[src/rtl/ram_port_arbiter.sv]
// Three-way arbiter for the single-port instruction/data RAM: host > data > fetch,
// with a starvation guard that lifts fetch above data, and owner-tagged read return.
module ram_port_arbiter #(
    parameter int AW         = 9,
    parameter int DW         = 32,
    parameter int STARVE_MAX = 4
) (
    input  logic          clock,
    input  logic          reset,
    input  logic          working,
    input  logic          h_req,
    input  logic          h_we,
    input  logic [AW-1:0] h_addr,
    input  logic [DW-1:0] h_wdata,
    output logic          h_gnt,
    output logic          h_rvalid,
    input  logic          d_req,
    input  logic          d_we,
    input  logic [AW-1:0] d_addr,
    input  logic [DW-1:0] d_wdata,
    output logic          d_gnt,
    output logic          d_rvalid,
    input  logic          f_req,
    input  logic [AW-1:0] f_addr,
    output logic          f_gnt,
    output logic          f_rvalid,
    output logic [DW-1:0] rdata,
    output logic          ram_en,
    output logic          ram_we,
    output logic [AW-1:0] ram_addr,
    output logic [DW-1:0] ram_wdata,
    input  logic [DW-1:0] ram_rdata,
    output logic          busy
);

    typedef enum logic [1:0] {
        OWN_NONE  = 2'd0,
        OWN_HOST  = 2'd1,
        OWN_DATA  = 2'd2,
        OWN_FETCH = 2'd3
    } owner_e;

    localparam logic [3:0] STARVE_LIM = 4'(STARVE_MAX);

    logic          ram_en_q, ram_en_d;
    logic          ram_we_q, ram_we_d;
    logic [AW-1:0] ram_addr_q, ram_addr_d;
    logic [DW-1:0] ram_wdata_q, ram_wdata_d;
    owner_e        own_q, own_d;
    owner_e        rd_own_q, rd_own_d;
    logic [3:0]    starve_q, starve_d;

    logic promote;
    logic core_ok;

    // Grants are combinational and gated by reset so nothing is granted while it is held.
    always_comb begin
        promote = (starve_q == STARVE_LIM);
        core_ok = reset & working & ~h_req;
        h_gnt   = reset & h_req;
        f_gnt   = core_ok & f_req & (promote | ~d_req);
        d_gnt   = core_ok & d_req & ~f_gnt;
    end

    always_comb begin
        ram_en_d    = 1'b0;
        ram_we_d    = 1'b0;
        ram_addr_d  = ram_addr_q;
        ram_wdata_d = ram_wdata_q;
        own_d       = OWN_NONE;
        if (h_gnt) begin
            ram_en_d    = 1'b1;
            ram_we_d    = h_we;
            ram_addr_d  = h_addr;
            ram_wdata_d = h_we ? h_wdata : '0;
            own_d       = OWN_HOST;
        end else if (d_gnt) begin
            ram_en_d    = 1'b1;
            ram_we_d    = d_we;
            ram_addr_d  = d_addr;
            ram_wdata_d = d_we ? d_wdata : '0;
            own_d       = OWN_DATA;
        end else if (f_gnt) begin
            ram_en_d    = 1'b1;
            ram_addr_d  = f_addr;
            ram_wdata_d = '0;
            own_d       = OWN_FETCH;
        end
    end

    // Only reads carry their owner into the return stage; writes retire silently.
    always_comb begin
        rd_own_d = OWN_NONE;
        if (ram_en_q && !ram_we_q) begin
            rd_own_d = own_q;
        end
    end

    always_comb begin
        starve_d = starve_q;
        if (working) begin
            if (f_gnt || !f_req) begin
                starve_d = 4'd0;
            end else if (starve_q < STARVE_LIM) begin
                starve_d = starve_q + 4'd1;
            end
        end
    end

    always_ff @(posedge clock or negedge reset) begin
        if (!reset) begin
            ram_en_q    <= 1'b0;
            ram_we_q    <= 1'b0;
            ram_addr_q  <= '0;
            ram_wdata_q <= '0;
            own_q       <= OWN_NONE;
            rd_own_q    <= OWN_NONE;
            starve_q    <= 4'd0;
        end else begin
            ram_en_q    <= ram_en_d;
            ram_we_q    <= ram_we_d;
            ram_addr_q  <= ram_addr_d;
            ram_wdata_q <= ram_wdata_d;
            own_q       <= own_d;
            rd_own_q    <= rd_own_d;
            starve_q    <= starve_d;
        end
    end

    always_comb begin
        ram_en    = ram_en_q;
        ram_we    = ram_we_q;
        ram_addr  = ram_addr_q;
        ram_wdata = ram_wdata_q;
        h_rvalid  = (rd_own_q == OWN_HOST);
        d_rvalid  = (rd_own_q == OWN_DATA);
        f_rvalid  = (rd_own_q == OWN_FETCH);
        rdata     = (rd_own_q != OWN_NONE) ? ram_rdata : '0;
        busy      = ram_en_q | (rd_own_q != OWN_NONE);
    end

endmodule
[config.mk]
export PLATFORM = sky130hd
export DESIGN_NAME = ram_port_arbiter
export DESIGN_NICKNAME = d
export VERILOG_FILES = /design/src/rtl/ram_port_arbiter.sv
export SDC_FILE = /design/constraint.sdc
export NUM_CORES = 1
export LEC_CHECK = 0
export CORE_AREA = 2 2 83 85
export DETAILED_ROUTE_END_ITERATION = 16
export DIE_AREA = 0 0 85 87
export DONT_BUFFER_PORTS = 1
export SLEW_MARGIN = 5
export SYNTH_ARGS = -nofsm -noshare
export SYNTH_HDL_FRONTEND = slang
export SYNTH_SLANG_ARGS = --single-unit
[constraint.sdc]
create_clock -name clock -period 4.9 [get_ports clock]
set_input_delay 0.98 -clock clock [delete_from_list [all_inputs] [get_ports clock]]
set_output_delay 0.98 -clock clock [all_outputs]
set_load 0.05 [all_outputs]
==> results.cfg <==
[place]
routabilityCongestion = 0.766
place_area_sq_mm = 0.00278
portBuffers = 0
hpwl_um = 5010

[floorplan]
die_w_um = 85
die_y_um = 87
core_sq_mm = 0.00657
rows = 30
start_util = 0.432
die-area_sq_mm = 0.00740
io_pins = 213

[pwr]
p_sw_frac = 0.409
leakage_nw = 1.25
power_frac_clock = 0.256
power.share.combinational = 0.163
powerDensity_mw_per_mm2 = 413
p_int_w = 0.000706
p_total_w = 0.00120
power_switching_w = 0.000489
pwr-share-seq = 0.582
peakVddDrop_v = 0.000170

[detailed_routing]
dr.pass1.iters = 4
dr_total_vias = 2082
wire_per_inst_um = 20.8
drc = 0
via_per_inst = 6.05
finalWirelength_um = 7150
ant_nets = 0
drt-initial-drc-count = 47

[sta]
slew_violations = 0
post-route-min-period_ps = 3060
setup_viol = 0
tightest_slew_ps = 1050
clock.fmax_mhz = 327
hold_violations = 0
fin_setup_tns_ps = 0
rsz0062_at_grt = false
fin_skew_ps = 4.91
maxSlewHeadroom = 0.298
post-route-period-util = 0.625

[finish]
area_growth_pct = 2.12
diodes = 0
final_net_count = 396
drive_above_1_share = 0.178
post-route-cell-area_sq_mm = 0.00290

[critical_path]
crit_path_end_kind = output pin
critPathKind = input pin to output pin
start_kind = input pin
crit_arrival_ps = 2080
worstPathMaxFanout = 13
cp.required_ps = 3920

[logic_synthesis]
netlist.area_leader.share = 0.450
synth-async-reset-ratio = 1.00
syn_avg_cell_area_sq_um = 10.3
syn-instance-count = 275
synthesis.nets = 408
synth.area.top_cells = dfrtp_1 (45%), a221oi_2 (15%), nor2_1 (9.0%)
ys.flop_type = dfrtp_1
synth_edf_count = 0
yosysTopAreaCell = dfrtp_1
synth_seq_area_share = 0.450
syn_area_sq_mm = 0.00284
yosysWarningCount = 0
synthDistinctLibCells = 35
synth-seq-cells = 51

[global_routing]
grt_overflow = 0
antenna_found_initial = 0
grt_max_degree = 57
grtUsageTotal = 0.183
grt_pass1_wl_um = 10500
grt_pass1_vias = 1969

[clocking]
holdBufCountCts = 0
clk_pin_slew_ps = 90
cts_sinks = 51
cts_max_level = 2
insertion_delay_ps = 300
max-clock-path-buffers = 2
clockRootBuffer = clkbuf_8
cts_resized = 0
cts_setup_buffers = 0
cts_tree = done
cts_buffers = 5

[job]
cap_violations = 0

[status]
status = finished clean

[worst_hold_path]
hold_path.class = input pin to asynchronous set/reset pin
-- placed cells by master, fill, tap and decap left out --
cell type  instances
clkbuf_8           6
or3_1              1
a21o_1             1
nand4_1            9
bufinv_16          1
and3b_4            1
a221oi_1           3
nor2_1            67
inv_1              4
dfrtp_1           51
and4_4             1
clkinv_2           1
nand3_2            1
a31oi_4            1
buf_4              2
nand4b_1           1
o32ai_1            1
a21boi_0           1
nand3_1           10
nor3b_1            1
and3b_1            2
nand2_1            9
a21boi_1           1
a31oi_1            1
xnor2_1            1
or2_1              3
nor2b_1           34
nor2_2             1
ha_1               2
a22oi_1            9
and2_1             4
nand3b_1           1
inv_2              2
and3_2             1
a221oi_2          29
-- stage by stage --
| stage | utilization | setup slack [ps] | hold WS (ps) | std cells |
|---|---|---|---|---|
| after global routing | 0.441 | 1680 | 335 | 344 |
| after detailed placement | 0.423 | 1840 | 498 | 336 |
| after global placement | 0.423 | 1870 | 486 | 336 |
| final | 0.441 | 1840 | 363 | 344 |
| after CTS | 0.441 | 1830 | 342 | 344 |
| after floorplan | - | 2010 | 470 | 275 |
-- registers in the layout, indices dropped and copies added, names as in the netlist --
name	count
rd_own_q	2
own_q	2
ram_wdata	32
ram_addr	9
ram_en	1
ram_we	1
starve_q	4
-- synthesized netlist by cell type, drive strengths merged (4+ instances only) --
cell type   n
buf        12
nand2       9
nor2b      34
nor2       68
nand4       9
a221oi     32
nand3      11
a22oi       9
inv         6
clkbuf      9
and2        4
dfrtp      51
-- routing by layer --
metal	part of all wire	vias up	global-route usage	wire, um
met5	0	-	0	0
met4	0.013	0	0.0505	92
met3	0.081	9	0.0512	578
met2	0.53	106	0.316	3750
met1	0.38	1016	0.226	2720
li1	-	951	-	-
-- critical path, cell delays in order --
cell and delay (ps):
and3b_4 370, a21boi_1 220, and2_1 500
-- kinds of logic (layout without fill, tap and decap cells) --
logic type / count (synthesis) / in the layout / share of synthesized area
AOI/OAI and AO/OA: 47 / 47 / 0.207
xor gates and xnor gates: 1 / 1 / 0.00309
adders and majority gates: 2 / 2 / 0.00882
buffers and inverters: 27 / 16 / 0.0701
DFF: 51 / 51 / 0.450
and+or+nand+nor: 147 / 147 / 0.261
-- area by class of cell --
cell class	instances	area [sq um]
inverter	6	22.5
sequential	51	1280
clock buffer	6	82.6
tap	80	100
timing repair buffer	2	15.0
multi-input combinational	197	1370
fill	660	3670
clock inverter	2	35.0
-- final timing paths --
| kind | from | end | slack, ps | cells after the start |
|---|---|---|---|---|
| setup / recovery | h_req | f_gnt | 1840 | 3 |
| hold / removal | reset | ram_wdata[30]$_DFFE_PN0P_ | 360 | 0 |
| setup reg to reg | starve_q[0]$_DFFE_PN0P_ | ram_wdata[28]$_DFFE_PN0P_ | 3090 | 6 |
| hold reg to reg | own_q[1]$_DFF_PN0_ | rd_own_q[1]$_DFF_PN0_ | 510 | 1 |
| max in group asynchronous | reset | ram_wdata[20]$_DFFE_PN0P_ | 4440 | 0 |
| min in group clock | own_q[1]$_DFF_PN0_ | rd_own_q[1]$_DFF_PN0_ | 510 | 1 |
-- power groups by stage --
stage	Combinational [W]	Sequential (W)	Clock, W
global route	0.000218	0.000703	0.000332
detailed placement	0.000197	0.000705	0
global placement	0.000192	0.000704	0
finish	0.000194	0.000695	0.000306
floorplan	0.000177	0.000692	0
CTS	0.000197	0.000697	0.000319
Power figures use the tool's default switching activity.
